File: config.mk
export PLATFORM = sky130hd
export DESIGN_NAME = arbitro_nota
export DESIGN_NICKNAME = d
export VERILOG_FILES = /design/src/rtl/arbitro_nota_pkg.sv /design/src/rtl/arbitro_nota_contador_sat.sv /design/src/rtl/arbitro_nota.sv
export SDC_FILE = /design/constraint.sdc
export NUM_CORES = 1
export LEC_CHECK = 0
export ABC_AREA = 1
export BUFFER_PORTS_ARGS = -buffer_cell sky130_fd_sc_hd__buf_4
export CORE_MARGIN = 2
export CORE_UTILIZATION = 57
export CTS_CLUSTER_DIAMETER = 30
export DETAILED_ROUTE_END_ITERATION = 7
export HOLD_SLACK_MARGIN = 0.15
export MAX_ROUTING_LAYER = met4
export PLACE_DENSITY = 0.86
export SLEW_MARGIN = 20
export SYNTH_ARGS = -nofsm -noshare
export SYNTH_HDL_FRONTEND = slang
export SYNTH_SLANG_ARGS = --single-unit
File: constraint.sdc
create_clock -name clk -period 4 [get_ports clk]
set_input_delay 0.2 -clock clk [delete_from_list [all_inputs] [get_ports clk]]
set_output_delay 0.2 -clock clk [all_outputs]
set_load 0.01 [all_outputs]
File: src/rtl/arbitro_nota_pkg.sv
// Shared types and constants for the tone-path arbiter: state encoding,
// note codes, parameter defaults and the note sanitising helper.
package arbitro_nota_pkg;

  typedef enum logic [1:0] {
    IDLE        = 2'd0,
    GNT_LIBRE   = 2'd1,
    GNT_CANCION = 2'd2,
    GAP         = 2'd3
  } estado_t;

  typedef enum logic {
    ULT_LIBRE   = 1'b0,
    ULT_CANCION = 1'b1
  } ultimo_t;

  localparam logic [2:0] nota0 = 3'd0;
  localparam logic [2:0] nota1 = 3'd1;
  localparam logic [2:0] nota2 = 3'd2;
  localparam logic [2:0] nota3 = 3'd3;
  localparam logic [2:0] nota4 = 3'd4;

  localparam int HOLD_MIN_DEF = 4;
  localparam int HOLD_MAX_DEF = 16;
  localparam int SILENCIO_DEF = 2;

  localparam int CNT_W = 8;

  // Codes above the highest defined note carry no pitch, so they become silence.
  function automatic logic [2:0] limpiaNota(input logic [2:0] nota);
    return (nota > nota4) ? nota0 : nota;
  endfunction

endpackage

File: src/rtl/arbitro_nota_contador_sat.sv
// Saturating up-counter used to time grant holds and the silent gap.
module contador_sat
  import arbitro_nota_pkg::*;
(
  input  logic             clk,
  input  logic             reset,
  input  logic             clr_i,
  input  logic             en_i,
  output logic [CNT_W-1:0] cnt_o
);

  logic [CNT_W-1:0] cnt_q, cnt_d;

  // Clear wins over counting; the count sticks at all-ones instead of wrapping.
  always_comb begin
    cnt_d = cnt_q;
    if (clr_i) begin
      cnt_d = '0;
    end else if (en_i && (cnt_q != {CNT_W{1'b1}})) begin
      cnt_d = cnt_q + 1'b1;
    end
  end

  always_ff @(posedge clk) begin
    if (reset) begin
      cnt_q <= '0;
    end else begin
      cnt_q <= cnt_d;
    end
  end

  assign cnt_o = cnt_q;

endmodule

File: src/rtl/arbitro_nota.sv
// Arbiter sharing one tone generator between free play and the song player,
// with minimum/maximum hold times and a silent gap between owners.
module arbitro_nota
  import arbitro_nota_pkg::*;
#(
  parameter int HOLD_MIN = HOLD_MIN_DEF,
  parameter int HOLD_MAX = HOLD_MAX_DEF,
  parameter int SILENCIO = SILENCIO_DEF
) (
  input  logic       clk,
  input  logic       reset,
  input  logic       req_libre,
  input  logic [2:0] nota_libre,
  input  logic       req_cancion,
  input  logic [2:0] nota_cancion,
  output logic       grant_libre,
  output logic       grant_cancion,
  output logic [2:0] notaSalida,
  output logic       contar
);

  localparam logic [CNT_W-1:0] MinLast = CNT_W'(HOLD_MIN - 1);
  localparam logic [CNT_W-1:0] MaxLast = CNT_W'(HOLD_MAX - 1);
  localparam logic [CNT_W-1:0] GapLast = CNT_W'(SILENCIO - 1);
  localparam estado_t          AfterGrant = (SILENCIO > 0) ? GAP : IDLE;

  estado_t          state_q, state_d;
  ultimo_t          ultimo_q, ultimo_d;
  logic [2:0]       nota_q, nota_d;
  logic             contar_q, contar_d;
  logic [CNT_W-1:0] cnt;
  logic             cntClr;

  // Every state change restarts the counter, so cnt is 0 on the first cycle of a state.
  assign cntClr = (state_d != state_q);

  contador_sat u_contador (
    .clk   (clk),
    .reset (reset),
    .clr_i (cntClr),
    .en_i  (1'b1),
    .cnt_o (cnt)
  );

  always_comb begin
    state_d  = state_q;
    ultimo_d = ultimo_q;
    unique case (state_q)
      IDLE: begin
        if (req_libre && (!req_cancion || (ultimo_q == ULT_CANCION))) begin
          state_d  = GNT_LIBRE;
          ultimo_d = ULT_LIBRE;
        end else if (req_cancion) begin
          state_d  = GNT_CANCION;
          ultimo_d = ULT_CANCION;
        end
      end
      GNT_LIBRE: begin
        if ((!req_libre && (cnt >= MinLast)) || (req_cancion && (cnt == MaxLast))) begin
          state_d = AfterGrant;
        end
      end
      GNT_CANCION: begin
        if ((!req_cancion && (cnt >= MinLast)) || (req_libre && (cnt == MaxLast))) begin
          state_d = AfterGrant;
        end
      end
      GAP: begin
        if (cnt == GapLast) begin
          state_d = IDLE;
        end
      end
      default: state_d = IDLE;
    endcase
  end

  // The note path lags the grant by one cycle and only forwards the owner's note.
  always_comb begin
    nota_d = nota0;
    if (state_q == GNT_LIBRE) begin
      nota_d = limpiaNota(nota_libre);
    end else if (state_q == GNT_CANCION) begin
      nota_d = limpiaNota(nota_cancion);
    end
    contar_d = (nota_d != nota0);
  end

  always_ff @(posedge clk) begin
    if (reset) begin
      state_q  <= IDLE;
      ultimo_q <= ULT_CANCION;
      nota_q   <= nota0;
      contar_q <= 1'b0;
    end else begin
      state_q  <= state_d;
      ultimo_q <= ultimo_d;
      nota_q   <= nota_d;
      contar_q <= contar_d;
    end
  end

  assign grant_libre   = (state_q == GNT_LIBRE);
  assign grant_cancion = (state_q == GNT_CANCION);
  assign notaSalida    = nota_q;
  assign contar        = contar_q;

endmodule

; ---- Word-level counts from Yosys, hierarchy flattened
; Cells that the tools add are included.
[op_classes]
addsub = 1
multipliers = 0
div = 0
order_cmp = 3
n_eq_ne = 7
n_shift = 0
muxes = 12
n_bitwise = 0
reduce_logical = 15
[ops]
columns = cell, count
row1 = 3-bit two-way mux, 4
row2 = 2-bit two-way mux, 5
row3 = 8-bit by 1-bit adder with 8-bit output (second input constant), 1
row4 = 8-bit by 1-bit equality test with 1-bit output (second input constant), 1
row5 = 8-bit by 4-bit equality test with 1-bit output (second input constant), 1
row6 = 8-bit by 2-bit greater-or-equal comparator with 1-bit output (second input constant), 1
row7 = 8-bit != test (second input constant), 1
row8 = 2-bit case mux with 4 select lines, 1
row9 = 3-bit > comparator (second input constant), 2
row10 = 1-bit logical AND, 5
row11 = 2-bit equality test (second input constant), 2
row12 = 1-bit logical OR, 3
row13 = 3-bit nonzero test, 1
row14 = 2-bit by 1-bit equality test with 1-bit output (second input constant), 1
row15 = 1-bit logical NOT, 2
row16 = 2-bit logical NOT, 1
row17 = 1-bit two-way mux, 2
row18 = 2-bit != test, 1
row19 = 2-bit AND reduction, 1
row20 = 2-bit nonzero test, 1
row21 = 2-bit OR reduction, 1
[totals]
ff_bits = 15
latchBits = 0
ramBits = 0
romBits = 0
output_inout_bits = 6
elab_cells = 43
memories = 0

; ---- Depth between registers and ports, before layout
[logic_depth]
ltp_word = 7
ltp_mapped = 11

; ---- Modules after synthesis
; From an unflattened synthesis, not the netlist that was laid out.
[unflattened]
cells_unflattened = 147
area_unflattened_um2 = 893.4
[modules_own_cells]
columns = module, n_inst, cells_each, area_each_um2, seq_area_each_um2
row1 = contador_sat, 1, 73, 460.4, 160.2
row2 = arbitro_nota, 1, 74, 432.9, 140.1

; ---- Worst setup path after synthesis
; Ideal clock, no wire load.
[synth_timing]
path_kind = register -> register
startpoint = reg u_contador.cnt_q[0], in the netlist u_contador.cnt_o[0]
endpoint = reg u_contador.cnt_q[0], in the netlist u_contador.cnt_o[0]
setup_time_ps = 63
arrival_time_ps = 1339
required_time_ps = 3937
slack_ps = 2598
path_stages_with_launch = 12
cell_sequence = dfxtp_1 > ha_1 > nand2_2 > nor2_4 > nand4_1 > nand3_1 > nand2_2 > nand2_1 > nand2_1 > nand2_2 > nand2_4 > nor2_2
[synth_between]
elab_chain_cells = 7
[synth_rtl]
columns = item, line
row1 = from (decl), arbitro_nota_contador_sat.sv:12  ; logic [CNT_W-1:0] cnt_q, cnt_d;
row2 = from (signal assigned), arbitro_nota_contador_sat.sv:28  ; cnt_q <= cnt_d;
row3 = 8-bit by 2-bit greater-or-equal comparator with 1-bit output / 8-bit by 4-bit equality test with 1-bit output (equally long branches), "arbitro_nota.sv:59, arbitro_nota.sv:64"
row4 = 1-bit logical AND (on tied branches), "arbitro_nota.sv:64, arbitro_nota.sv:59"
row5 = 1-bit logical OR (on tied branches), "arbitro_nota.sv:64, arbitro_nota.sv:59"
row6 = 2-bit two-way mux (on tied branches), "arbitro_nota.sv:64, arbitro_nota.sv:59"
row7 = 2-bit case mux with 4 select lines, arbitro_nota.sv:48  ; unique case (state_q)
row8 = 2-bit != test, arbitro_nota.sv:35  ; assign cntClr = (state_d != state_q);
row9 = 2-bit OR reduction (no source line), -
; Several ways; a longest one is shown, not always the timed one.
; A chain may end at the register's enable or synchronous reset.

; ---- Worst setup path after layout
[layout_timing]
startpoint = reg u_contador.cnt_q[0], in the netlist u_contador.cnt_o[0]
endpoint = reg u_contador.cnt_q[7], in the netlist u_contador.cnt_o[7]
; The elaborated chain is that of the path after synthesis.

==> metrics <==
status finished clean; Fillers 124; Commonest cells post-synth nand2_1 (16), dfxtp_1 (15), inv_1 (12), nor2_2 (12), nor2_1 (8); vias after detailed routing 811; PwrDens 317 nW/µm²; Die X 43.7 µm; # diodes 0; Synth Instances 118; via/cell ratio 5.30; top_reg_cell synth dfxtp_1; vias in the first global route 730; chip height 43.7 µm; share of cells above drive strength 1 38.0%; Avg Cell Area, Syn 7.60 µm²; RSZ-0062 raised after global routing false; Min Clock Period, post-route 1600 ps; wire length per cell 12.3 µm; initial antenna violation count 0; clock sinks 15; Total Routing Usage GR 23.9%; Post-DRT Antenna Nets 0; Post-synth EDFFs 0; Critical Path End Type flop; drt drc 0; Detailed Routing Iterations Pass 1 7; share of the synthesized area in the top cell type 33.5%; Critical Path, Cell by Cell ha_1 > nand2_2 > nor2_4 > nand4_1 > nand3_1 > nand2_2 > nand2_1 > nand2_1 > nand2_2 > nand2_4 > nor2_2; Synth area leader dfxtp_1; Max clock buf depth 2; Synth Cell Area 897 µm²; hold path startpoint nota_cancion[2]; Worst EP arrival 1840 ps; CTS buffer count 3; clk_lat worst skew 290 ps; Setup Skew 3.44 ps; P_leak 0.475 nW; max cap viols 0; nets 150; Hold/Removal Path Class in -> reg; num ports 16; Die ar. 1910 µm²; final setup fails 0; Seq cells post-synth 15; Post-synth ARST share 0%; root cell of the clock tree clkbuf_4; post-CTS sizing 0; Worst-path clk slew 90 ps; fin util 70.9%; final period utilization 40.1%; Iter 0 DRT Violations 16; relative slew slack 73.6%; GP Congestion 0.837; sequential cell area fraction in the yosys report 33.5%; critical path launch point type flop; CORE AREA 1490 µm²; most frequent cell after synthesis nand2_1; Tightest Pin Transition 395 ps; worst r2r src u_contador.cnt_o[0]$_SDFFE_PP0P_; Layout area overhead 17.7%; HPWL Detailed 1.51 mm; maximum VDD drop 0.220 mV; CTS tree built; Initial Utilization 60.3%; Synth area leaders dfxtp_1 (33%), nor2_2 (8.4%), nand2_1 (6.7%); Slowest-stage cell, CP dfxtp_1; first-pass GRT wire length 3.17 mm; Setup TNS Final 0 ps; max-slew violations 0; Yosys warning count 0; largest net degree at the start of global routing 11; Netlist cell types 29; most used cell along the critical path nand2_2; I/O Buffers 15; slowest stage delay, CP 410 ps; WS Path Type reg -> reg; Worst Path Max Fanout 8; register area 300 µm²; WL final 1.89 mm; Synth Net Count 130; Req. time, crit path 4240 ps; Final Hold Fails 0; H-tree depth 1; CP startpoint u_contador.cnt_o[0]$_SDFFE_PP0P_; area occupied by multi-input gates 518 µm²; Cell Rows 14; global route overflow 0; Fmax 0.624 GHz
-- layer usage --
| metal | share of wire [%] | track usage (%) | routed length [µm] |
|---|---|---|---|
| met5 | 0 | - | 0 |
| met4 | 2.7 | 14.5 | 51 |
| met3 | 3.7 | 2.50 | 69 |
| met2 | 50 | 36.8 | 937 |
| met1 | 44 | 29.8 | 827 |
-- flip-flops by register name, summed over array words and instances (netlist names) --
signal            flops
contar                1
notaSalida            3
state_q               2
ultimo_q              1
u_contador.cnt_o      8
-- timing repair --
action | in CTS | in global routing
endpoints found under the hold margin | 6 | 0
hold buffers | 1 | 0
buffers inserted | 0 | 0
-- through the flow --
| stage | cell area (µm²) | power (mW) | cells | worst slack, ps | hold slack, ps |
|---|---|---|---|---|---|
| after global placement | 1020 | 0.245 | 148 | 2520 | 421 |
| after detailed placement | 1020 | 0.248 | 148 | 2410 | 420 |
| after global routing | 1060 | 0.355 | 153 | 2220 | 233 |
| final | 1060 | 0.335 | 153 | 2400 | 191 |
| after floorplan | 897 | 0.225 | 118 | 2600 | 269 |
| after CTS | 1060 | 0.338 | 153 | 2380 | 181 |
-- final cells by class --
| class | instances | share of cell area [%] |
|---|---|---|
| Timing Repair Buffer | 16 | 11.6 |
| Inverter | 18 | 6.40 |
| Multi-Input combinational cell | 84 | 49.1 |
| Tap cell | 16 | 1.90 |
| Clock buffer | 3 | 2.13 |
| Clock inverter | 1 | 0.474 |
| Sequential cell | 15 | 28.4 |
-- report_power, final --
part	total (mW)	internal, mW	switching [mW]
clock network	0.0895	0.0372	0.0522
logic	0.0784	0.0332	0.0452
registers	0.167	0.157	0.0102
total	0.335	0.227	0.108
-- worst max-delay path: cells and delay by family (launching register included) --
kind	cells	cell delay [ps]
fa+ha+maj	1	250
flops	1	410
simple gates	10	880
-- cell families (layout without fill, tap and decap cells) --
| kind of cell | after synthesis | after routing | share of synthesized area, % |
|---|---|---|---|
| buf+inv | 19 | 38 | 8.79 |
| simple gates | 61 | 61 | 37.2 |
| flops | 15 | 15 | 33.5 |
| xor+xnor | 4 | 4 | 3.90 |
| fa+ha+maj | 2 | 2 | 2.79 |
| compound gates | 17 | 17 | 13.8 |
-- worst paths after layout --
kind	cells past startpoint	to	slack [ps]
worst max-delay path	11	u_contador.cnt_o[7]$_SDFFE_PP0P_	2400
worst min-delay path	3	notaSalida[2]$_SDFF_PP0_	190
worst max register to register	11	u_contador.cnt_o[7]$_SDFFE_PP0P_	2400
worst min register to register	2	ultimo_q$_SDFFE_PP1P_	500
-- cells in the final DEF (no fill, tap or decap) --
cell type      instances
a21oi_4                1
a21oi_2                1
nor2_2                12
xor2_1                 4
o21ai_0                3
clkbuf_4               3
nand3_1                6
dlygate4sd3_1          1
a31oi_1                3
a21boi_2               1
nand2_1               16
clkinv_1               1
nand2_4                1
nor2_4                 1
a21oi_1                4
nor3_2                 1
nand2_2                7
a32oi_1                1
nand3_2                2
o32ai_1                1
clkinv_2               1
nor4_1                 1
o21bai_2               1
o21ai_1                1
inv_2                  5
buf_4                 15
nand4_1                5
nor3_1                 1
dfxtp_1               15
nor2_1                 8
inv_1                 12
ha_1                   2
Power figures use the tool's default switching activity.
